### src/rtl/aff7seg_mux.sv
// Multiplexed hex 7-segment driver: free-running slot scan, frame-aligned
// double buffer, leading-zero blanking and anti-ghosting dead cycles.
module aff7seg_mux #(
  parameter int unsigned NB_DIGITS     = 4,
  parameter int unsigned SEG_POLARITY  = 1,
  parameter int unsigned AN_POLARITY   = 0,
  parameter int unsigned REFRESH_DIV   = 50000,
  parameter int unsigned DEAD_CYCLES   = 2,
  parameter int unsigned BLANK_LEADING = 1
) (
  input  logic                     Clk,
  input  logic                     Rst_n,
  input  logic [4*NB_DIGITS-1:0]   Value,
  input  logic [NB_DIGITS-1:0]     DpIn,
  input  logic                     Load,
  input  logic                     Enable,
  output logic [6:0]               Seg,
  output logic                     Dp,
  output logic [NB_DIGITS-1:0]     An
);

  localparam int unsigned PW = $clog2(REFRESH_DIV);
  localparam int unsigned IW = (NB_DIGITS > 1) ? $clog2(NB_DIGITS) : 1;
  localparam int unsigned VW = 4 * NB_DIGITS;

  localparam logic [PW-1:0]        PS_LAST  = PW'(REFRESH_DIV - 1);
  localparam logic [PW-1:0]        DEAD     = PW'(DEAD_CYCLES);
  localparam logic [IW-1:0]        IDX_LAST = IW'(NB_DIGITS - 1);
  localparam logic [6:0]           SEG_OFF  = (SEG_POLARITY != 0) ? 7'h00 : 7'h7F;
  localparam logic                 DP_OFF   = (SEG_POLARITY == 0);
  localparam logic [NB_DIGITS-1:0] AN_OFF   = (AN_POLARITY != 0) ? '0 : '1;

  logic [PW-1:0]        prescale;
  logic [IW-1:0]        digit_idx;
  logic [VW-1:0]        shadow_val;
  logic [NB_DIGITS-1:0] shadow_dp;
  logic                 pending;
  logic [VW-1:0]        disp_val;
  logic [NB_DIGITS-1:0] disp_dp;

  logic                 slot_end_c;
  logic                 frame_wrap_c;
  logic [NB_DIGITS-1:0] blank_c;
  logic                 all_zero_c;
  logic [3:0]           cur_nib_c;
  logic                 cur_dp_c;
  logic                 cur_blank_c;
  logic                 active_c;
  logic [6:0]           seg_act_c;
  logic [NB_DIGITS-1:0] an_act_c;
  logic [6:0]           seg_c;
  logic                 dp_c;
  logic [NB_DIGITS-1:0] an_c;

  function automatic logic [6:0] hex7(input logic [3:0] n);
    case (n)
      4'h0:    hex7 = 7'b1111110;
      4'h1:    hex7 = 7'b0110000;
      4'h2:    hex7 = 7'b1101101;
      4'h3:    hex7 = 7'b1111001;
      4'h4:    hex7 = 7'b0110011;
      4'h5:    hex7 = 7'b1011011;
      4'h6:    hex7 = 7'b1011111;
      4'h7:    hex7 = 7'b1110000;
      4'h8:    hex7 = 7'b1111111;
      4'h9:    hex7 = 7'b1111011;
      4'hA:    hex7 = 7'b1110111;
      4'hB:    hex7 = 7'b0011111;
      4'hC:    hex7 = 7'b1001110;
      4'hD:    hex7 = 7'b0111101;
      4'hE:    hex7 = 7'b1001111;
      default: hex7 = 7'b1000111;
    endcase
  endfunction

  assign slot_end_c   = (prescale == PS_LAST);
  assign frame_wrap_c = slot_end_c && (digit_idx == IDX_LAST);

  // Free-running slot prescaler and scan index
  always_ff @(posedge Clk) begin
    if (!Rst_n) begin
      prescale  <= '0;
      digit_idx <= '0;
    end else begin
      prescale <= slot_end_c ? '0 : prescale + PW'(1);
      if (slot_end_c)
        digit_idx <= (digit_idx == IDX_LAST) ? '0 : digit_idx + IW'(1);
    end
  end

  // Shadow captures on Load; display only moves at frame wrap so a frame is never torn
  always_ff @(posedge Clk) begin
    if (!Rst_n) begin
      shadow_val <= '0;
      shadow_dp  <= '0;
      pending    <= 1'b0;
      disp_val   <= '0;
      disp_dp    <= '0;
    end else begin
      if (Load) begin
        shadow_val <= Value;
        shadow_dp  <= DpIn;
      end
      if (frame_wrap_c && pending) begin
        disp_val <= shadow_val;
        disp_dp  <= shadow_dp;
      end
      if (Load)
        pending <= 1'b1;
      else if (frame_wrap_c)
        pending <= 1'b0;
    end
  end

  // Leading-zero map: a digit blanks only if it and every higher digit are 0 with no Dp
  always_comb begin
    blank_c    = '0;
    all_zero_c = 1'b1;
    for (int i = NB_DIGITS - 1; i >= 1; i--) begin
      all_zero_c = all_zero_c && (disp_val[4*i +: 4] == 4'd0) && !disp_dp[i];
      blank_c[i] = all_zero_c && (BLANK_LEADING != 0);
    end
  end

  always_comb begin
    cur_nib_c   = '0;
    cur_dp_c    = 1'b0;
    cur_blank_c = 1'b0;
    an_act_c    = '0;
    for (int i = 0; i < NB_DIGITS; i++) begin
      if (digit_idx == IW'(i)) begin
        cur_nib_c   = disp_val[4*i +: 4];
        cur_dp_c    = disp_dp[i];
        cur_blank_c = blank_c[i];
        an_act_c[i] = 1'b1;
      end
    end
  end

  // Next output values in active-high form, then polarity at the register input
  always_comb begin
    active_c  = Enable && (prescale >= DEAD) && !cur_blank_c;
    seg_act_c = active_c ? hex7(cur_nib_c) : 7'b0;
    seg_c     = (SEG_POLARITY != 0) ? seg_act_c : ~seg_act_c;
    dp_c      = (SEG_POLARITY != 0) ? (active_c && cur_dp_c) : !(active_c && cur_dp_c);
    an_c      = active_c ? ((AN_POLARITY != 0) ? an_act_c : ~an_act_c) : AN_OFF;
  end

  always_ff @(posedge Clk) begin
    if (!Rst_n) begin
      Seg <= SEG_OFF;
      Dp  <= DP_OFF;
      An  <= AN_OFF;
    end else begin
      Seg <= seg_c;
      Dp  <= dp_c;
      An  <= an_c;
    end
  end

endmodule

### config.mk
export PLATFORM = sky130hd
export DESIGN_NAME = aff7seg_mux
export DESIGN_NICKNAME = d
export VERILOG_FILES = /design/src/rtl/aff7seg_mux.sv
export SDC_FILE = /design/constraint.sdc
export NUM_CORES = 1
export LEC_CHECK = 0
export ABC_CLOCK_PERIOD_IN_PS = 6800
export BUFFER_PORTS_ARGS = -buffer_cell sky130_fd_sc_hd__clkbuf_2
export CORE_MARGIN = 3
export CORE_UTILIZATION = 35
export CTS_CLUSTER_DIAMETER = 60
export DETAILED_ROUTE_END_ITERATION = 8
export GPL_TIMING_DRIVEN = 0
export MAX_ROUTING_LAYER = met4
export SETUP_SLACK_MARGIN = 0.3
export SKIP_LAST_GASP = 1
export SYNTH_ARGS = -nofsm -noshare
export SYNTH_HDL_FRONTEND = slang
export SYNTH_SLANG_ARGS = --single-unit
### constraint.sdc
create_clock -name Clk -period 6.8 [get_ports Clk]
set_input_delay 0.34 -clock Clk [delete_from_list [all_inputs] [get_ports Clk]]
set_output_delay 0.34 -clock Clk [all_outputs]
set_load 0.01 [all_outputs]
Word-level counts from Yosys, hierarchy flattened. Memory sizes are Yosys's and may differ from the RTL's. A register that Yosys moved wholly into a read port is not among the register bits. Cells that the tools add are included. W data, S select, Z words.

Add/subtract/negate cells: 2. Order comparisons: 1. Equality and inequality tests: 4. Muxes and demuxes: 18. Bitwise logic cells: 2. Reductions and logical operators: 22.

Operators with widths (count): $add A16 B1 Y16 const B (1); $eq A16 B16 Y1 const B (1); $ge A16 B2 Y1 const B (1); $mux W4 (4); $mux W1 (13); $logic_not A4 Y1 (3); $logic_and A1 B1 Y1 (10); $logic_not A1 Y1 (5); $eq A2 B2 Y1 const B (2); $not A4 Y4 (1); $add A2 B1 Y2 const B (1); $eq A2 B1 Y1 const B (1); $logic_not A2 Y1 (1); $mux W2 (1); $reduce_and A2 Y1 (1); $reduce_bool A2 Y1 (1); $reduce_or A2 Y1 (1); $not A1 Y1 (1).

Bits in registers: 64. ROM bits: 112. Output and inout bits: 12. Logic and storage cells: 59. Memories kept: 1.

Memories: (name not given) (depth 16, bits a word 7, rd ports 1, clocked after Yosys merged registers in 1, write ports 0, RTL line 56) `case (n)`.

Depth between registers and ports, before layout. Gate-level depths: netlist (run 1).

Word-level depth: 13. Gate-level depth with buffers: 10. Mapped depth without buffers: 9.

Worst setup path after synthesis (run 1). Ideal clock, no wire load.

Path kind: register -> register. Start: register digit_idx[1]. End: register Seg[3]. Arrival time: 2390 ps. Data required time: 6725 ps. Setup slack: 4335 ps. Cell stages (with the launch flop): 11. Clock period less this slack: 2465 ps. Cells stage by stage: dfxtp_1 > inv_1 > ha_1 > buf_2 > nand3b_1 > a221oi_1 > inv_1 > ha_1 > or2_2 > a21o_1 > a21oi_1.

Longest elaborated chain between the ends: 8. Elaborated cells between the ends (all ways): 15. Those cells by class: eq/ne (3); mux (7); reduce/logical (5).

RTL lines: start, declared (RTL line 34) `logic [IW-1:0] digit_idx;`; start signal, assigned (RTL line 87) `digit_idx <= (digit_idx == IDX_LAST) ? '0 : digit_idx + IW'(1);`; $eq A2 B1 Y1 (RTL line 131) `if (digit_idx == IW'(i)) begin`; $mux W1 (3 in series) (RTL line 131); $logic_not A1 Y1 (RTL line 142) `active_c = Enable && (prescale >= DEAD) && !cur_blank_c;`; $logic_and A1 B1 Y1 (RTL line 142); $reduce_and A2 Y1 (no line); $logic_not A1 Y1 (no line); end, declared (RTL line 17) `output logic [6:0] Seg,`.

Several ways; a longest one is shown, not always the timed one. A chain may end at the register's enable or synchronous reset.

Worst setup path in the final report (run 1). Ends and elaborated chain as after synthesis.

==> results.md, run 1 <==
* Final routed DRC violation total at 0
* Finished Cell Area at 0.003705 mm^2
* CP Class: reg2reg
* Status: finished, final reports clean
* Cts repair resizes at 0
* Antenna violations before repair at 0
* DP Area at 0.003507 mm^2
* Max Cap Viol at 0
* Seq/Total Area, Yosys at 44.39%
* Fmax at 338.6 MHz
* Syn Nets at 394
* 1st-iter DRT viols at 59
* Maximum vdd drop at 0.00009607 V
* FFs w/ async S/R, synth at 0%
* Drt first pass iters at 4
* Final setup fails at 0
* Initial Utilization at 36.36%
* CTS Buf Count at 9
* # diodes at 0
* Setup Buffers After CTS at 0
* Avg Inst Size Synth at 8.969 um^2
* # clock sinks at 71
* WHS at 258.3 ps
* Crit share post-route at 43.43%
* Detail Route Antenna Nets at 0
* Leak at 0.001439 uW
* I/O pins at 36
* Non-filler instance count after layout at 514
* HPWL after detailed placement at 4809 um
* # rows at 34
* Worst skew pair latency at 340 ps
* Post-Syn Instances at 357
* Final core occ at 42.07%
* Total gr overflow at 0
* CTS Buffer Depth at 2
* Fin nets at 439
* Slew HR at 46.35%
* Fill cells at 904
* Die ar. at 0.01033 mm^2
* Final hold viol count at 0
* WL/cell at 12.63 um
* H-tree Lvls at 3
* Unique masters post-synth at 43
* Critical Path RT at 7050 ps
* Total wire length at 6494 um
* Largest net degree at the start of global routing at 12
* Number of synthesized flops with an enable pin at 0
* FF+latch count, synth at 71
* Setup crit end kind: flip-flop
* CTS tree: done
* Clk_skew at 13.69 ps
* Yosys warns at 0
* Setup TNS at 0 ps
* PortBufs at 34
* Post-Place Cells at 499
* Area Growth Syn to Fin at 15.71%
* Top cells by area, synth: dfxtp_1, nand2_1, mux2i_1
* Worst-path clk slew at 70 ps
* Area leader, netlist: dfxtp_1
* GP Congestion at 0.8644
* RSZ-0062 raised after global routing: false
* Main synth FF type: dfxtp_1
* Slew at the pin closest to its max-slew limit at 804.7 ps
* Vias in the first global route at 2324
* Die Span X at 101.6 um
* Worst Path Max Fanout at 10
* DR vias/cell at 4.763
* Top cell type's share of synthesized area at 44.39%
* Mapped Area at 0.003202 mm^2
* Core Area at 0.008806 mm^2
* P per Cell Area at 219.0 mW/mm^2
* Arr. time, crit path at 3200 ps
* Routed vias at 2448
* Global Route Usage Sum at 14.00%
* Layout cell share with drive strength beyond 1 at 16.26%
* Max Slew Vio Count at 0
* CTS Hold Bufs at 0
* Die span in y at 101.6 um
* Root Buffer: clkbuf_8
* Hold Crit Class: in2reg
* Most frequent cell after synthesis: dfxtp_1
* Tmin final at 2953 ps
* First-pass GRT wire length at 11020 um
* Commonest cells post-synth: dfxtp_1, nand2_1, nor2_1
* Startpoint Class: flip-flop
metrics by stage:
stage	setup slack (ps)	power [uW]
6_report	3847	811.4
5_1_grt	3540	852.0
4_1_cts	3841	824.2
3_5_place_dp	3877	487.4
3_3_place_gp	3944	485.9
2_1_floorplan	4335	470.2
cells in the final DEF, fill, tap and decap left out, types with 5 or more instances in the layout:
master and n:
a211oi_1 8, ha_1 13, clkbuf_2 34, a21boi_0 15, inv_1 15, nand3b_1 5
a21oi_1 7, xnor2_1 9, nor2_1 28, clkbuf_1 8, mux2i_1 21, nor3b_1 5
dfxtp_1 71, nor2b_1 23, nand2_1 60, a21boi_1 7, buf_2 10, nand3_1 5
clkbuf_8 11, nor3_1 7, xor2_1 5
state kept, by name, indices dropped and copies added, names as in the netlist, 2 cells and up:
signal / cells
disp_dp: 4
prescale: 16
digit_idx: 2
disp_val: 16
shadow_val: 16
shadow_dp: 4
An: 4
Seg: 7
layer usage:
metal	track usage, %	routed length (um)
met1	18.45	3363
met2	20.52	2822
met4	6.135	93
met3	3.099	213
met5	-	0
logic make-up after synthesis:
| kind of cell | Yosys count | share of synthesized area [%] |
|---|---|---|
| and+or+nand+nor | 151 | 23.13 |
| DFF | 71 | 44.39 |
| AOI/OAI and AO/OA | 52 | 12.27 |
| buffers and inverters | 34 | 4.377 |
| muxes | 22 | 6.917 |
| xor gates and xnor gates | 14 | 3.830 |
| adders and majority gates | 13 | 5.080 |
final timing paths:
path	startpoint	end	slack, ps	depth (start not counted)
setup / recovery	digit_idx[1]	Seg[3]	3850	10
hold / removal	Value[14]	shadow_val[14]	260	3
setup reg to reg	digit_idx[1]	Seg[3]	3850	10
hold reg to reg	prescale[0]	prescale[0]	460	1
power by group:
part	internal [uW]	switching [uW]	leakage, uW	total (uW)
logic	22.0	21.1	0.000763	43.0
registers	428	6.33	0.000578	434
clock network	187	147	0.0000985	334
critical path, stage by stage, from the launching register on:
cell and delay [ps]:
dfxtp_1 390, inv_1 80, ha_1 200, buf_2 180
nand3b_1 180, a221oi_1 700, inv_1 220, ha_1 300
or2_2 300, a21o_1 180, a21oi_1 130
layout make-up:
class                   instances  area (um^2)  area share, %
plain buffers                  19        83.83          2.263
clock buffers                  12        155.1          4.188
repair buffers                 34        170.2          4.593
inverters                      15        56.30          1.520
clock inverters                 3        42.54          1.148
well taps                     108        135.1          3.647
multi-input cells             252         1640          44.28
flip-flops and latches         71         1421          38.37
Note: power is estimated with default switching activity, not from simulation.
==> run 2: changes to the inputs <==
--- a/config.mk
+++ b/config.mk
@@ -5,7 +5,7 @@
 export SDC_FILE = /design/constraint.sdc
 export NUM_CORES = 1
 export LEC_CHECK = 0
-export ABC_CLOCK_PERIOD_IN_PS = 6800
+export ABC_CLOCK_PERIOD_IN_PS = 2610
 export BUFFER_PORTS_ARGS = -buffer_cell sky130_fd_sc_hd__clkbuf_2
 export CORE_MARGIN = 3
 export CORE_UTILIZATION = 35
==> constraint.sdc (replaced) <==
create_clock -name Clk -period 2.61 [get_ports Clk]
set_input_delay 0.1305 -clock Clk [delete_from_list [all_inputs] [get_ports Clk]]
set_output_delay 0.1305 -clock Clk [all_outputs]
set_load 0.01 [all_outputs]
==> run 2 against run 1 <==
Count of clock-buffer cells in the layout unchanged. Cell area increased by 6.3%. Combinational power increased to 2.6 times the previous value. Via count increased by 1.9%. Register-to-register slack got worse by 3500 ps. First-iteration DRC count decreased by 1.7%. Clock power increased to 3.0 times the previous value. Sequential cell count unchanged. Global-route usage increased by 0.80 points. Die area unchanged. Critical path type unchanged. Critical endpoint is now Seg[1]. Highest routed layer unchanged.
==> results.md, run 2 (synthesis results as in run 1) <==
* Status: finished, final reports clean (unchanged)
* Maximum vdd drop at 0.0003333 V (was 0.00009607 V)
* I/O pins at 36 (unchanged)
* Slew HR at 53.71% (was 46.35%)
* Fmax at 447.2 MHz (was 338.6 MHz)
* Slew at the pin closest to its max-slew limit at 694.4 ps (was 804.7 ps)
* DR vias/cell at 4.761 (was 4.763)
* Arr. time, crit path at 2430 ps (was 3200 ps)
* Crit path to: Seg[1] (was Seg[3])
* HPWL after detailed placement at 4854 um (was 4809 um)
* Hold Crit Class: in2reg (unchanged)
* Root Buffer: clkbuf_8 (unchanged)
* Initial Utilization at 36.36% (unchanged)
* Total wire length at 6735 um (was 6494 um)
* CP Class: reg2reg (unchanged)
* Worst Path Max Fanout at 10 (unchanged)
* Antenna violations before repair at 0 (unchanged)
* GP Congestion at 0.8915 (was 0.8644)
* # diodes at 0 (unchanged)
* Drt first pass iters at 4 (unchanged)
* Max Slew Vio Count at 0 (unchanged)
* Commonest cells after routing, fill and taps aside: dfxtp_1, nand2_1, clkbuf_2 (unchanged)
* Leak at 0.001519 uW (was 0.001439 uW)
* CTS tree: done (unchanged)
* # rows at 34 (unchanged)
* RR Startpoint: digit_idx[1] (unchanged)
* Critical R2R Capture: Seg[1] (was Seg[3])
* Post-Place Cells at 499 (unchanged)
* Most common cell after layout, fill and taps aside: dfxtp_1 (unchanged)
* Die Span X at 101.6 um (unchanged)
* Clk_skew at 13.81 ps (was 13.69 ps)
* Setup crit end kind: flip-flop (unchanged)
* Area Growth Syn to Fin at 22.98% (was 15.71%)
* Worst skew pair latency at 350 ps (was 340 ps)
* CTS Buf Count at 9 (unchanged)
* # clock sinks at 71 (unchanged)
* Global Route Usage Sum at 14.80% (was 14.00%)
* WL/cell at 12.85 um (was 12.63 um)
* Layout cell share with drive strength beyond 1 at 22.84% (was 16.26%)
* H-tree Lvls at 3 (unchanged)
* Top Registers: disp_val x16, prescale x16, shadow_val x16 (unchanged)
* Fin nets at 448 (was 439)
* Final setup fails at 0 (unchanged)
* Vias in the first global route at 2388 (was 2324)
* 1st-iter DRT viols at 58 (was 59)
* Startpoint Class: flip-flop (unchanged)
* First-pass GRT wire length at 11610 um (was 11020 um)
* WHS at 34.38 ps (was 258.3 ps)
* Non-filler instance count after layout at 524 (was 514)
* Critical Path RT at 2800 ps (was 7050 ps)
* Worst-path clk slew at 80 ps (was 70 ps)
* RSZ-0062 raised after global routing: true (was false)
* CTS Hold Bufs at 0 (unchanged)
* PortBufs at 34 (unchanged)
* Max Cap Viol at 0 (unchanged)
* Final hold viol count at 0 (unchanged)
* Setup TNS at 0 ps (unchanged)
* Final core occ at 44.71% (was 42.07%)
* Tmin final at 2236 ps (was 2953 ps)
* Beginning of the critical path: digit_idx[1] (unchanged)
* Core Area at 0.008806 mm^2 (unchanged)
* Crit share post-route at 85.68% (was 43.43%)
* Routed vias at 2495 (was 2448)
* R2R setup slack at 370 ps (was 3850 ps)
* Final routed DRC violation total at 0 (unchanged)
* Largest net degree at the start of global routing at 13 (was 12)
* Fill cells at 886 (was 904)
* Detail Route Antenna Nets at 0 (unchanged)
* Die ar. at 0.01033 mm^2 (unchanged)
* Worst R2R Path Depth at 10 (unchanged)
* Die span in y at 101.6 um (unchanged)
* Total gr overflow at 0 (unchanged)
* CTS Buffer Depth at 2 (unchanged)
* P per Cell Area at 569.3 mW/mm^2 (was 219.0 mW/mm^2)
run 2: changes by cell type in the layout (fill, tap and decap cells not counted), sizes merged:
cell and delta:
bufinv +1, clkinvlp -1, clkinv +1, buf +9
run 2: report_power, final:
group	switching, uW	total (uW)	internal, uW
Combinational	55.2	113	57.4
Sequential	16.2	1130	1110
Clock	406	1000	594
run 2: cell type report:
type	count	area (um^2)	share of cell area (%)
Tap cell	108	135.1	3.432
Inverter	15	56.30	1.430
Buffer	19	106.4	2.701
Clock buffer	12	155.1	3.940
Clock inverter	4	77.57	1.970
Timing Repair Buffer	43	237.7	6.037
Multi-Input combinational cell	252	1743	44.26
Sequential cell	71	1426	36.22
run 2: critical path, stage by stage, from the launching register on:
cell and delay, ps:
dfxtp_2 350, inv_2 50, ha_4 160, buf_6 140, nand3b_1 200, a221oi_4 370, inv_2 110, ha_2 190
or2_2 300, a21oi_2 130, a211oi_1 60
run 2: how the worst min path moves through the flow:
stage	slack, ps	start	endpoint	cells past startpoint
after floorplan	300	DpIn[0]	shadow_dp[0]	2
after global placement	390	Value[13]	shadow_val[13]	3
after detailed placement	400	DpIn[1]	shadow_dp[1]	3
after CTS	20	DpIn[1]	shadow_dp[1]	3
after global routing	40	Value[5]	shadow_val[5]	3
final	30	DpIn[1]	shadow_dp[1]	3
run 2: through the flow:
stage	setup slack [ps]	area (um^2)	total power, uW
floorplan	316.5	3214	1225
global placement	11.65	3520	1266
detailed placement	-53.11	3520	1269
CTS	291.1	3826	2267
global route	280.8	3938	2335
finish	373.8	3938	2242
run 2: repair_timing:
action,CTS,global route
buffers inserted,4,5
endpoints found under the setup margin,6,6
resized for setup,12,21
pin swaps,2,4
run 2: per-layer routing:
| metal | track usage, % | share of wire (%) |
|---|---|---|
| met3 | 5.165 | 4.5 |
| met2 | 21.43 | 45 |
| met1 | 19.74 | 49 |
| met4 | 3.681 | 1.0 |
| met5 | - | 0 |
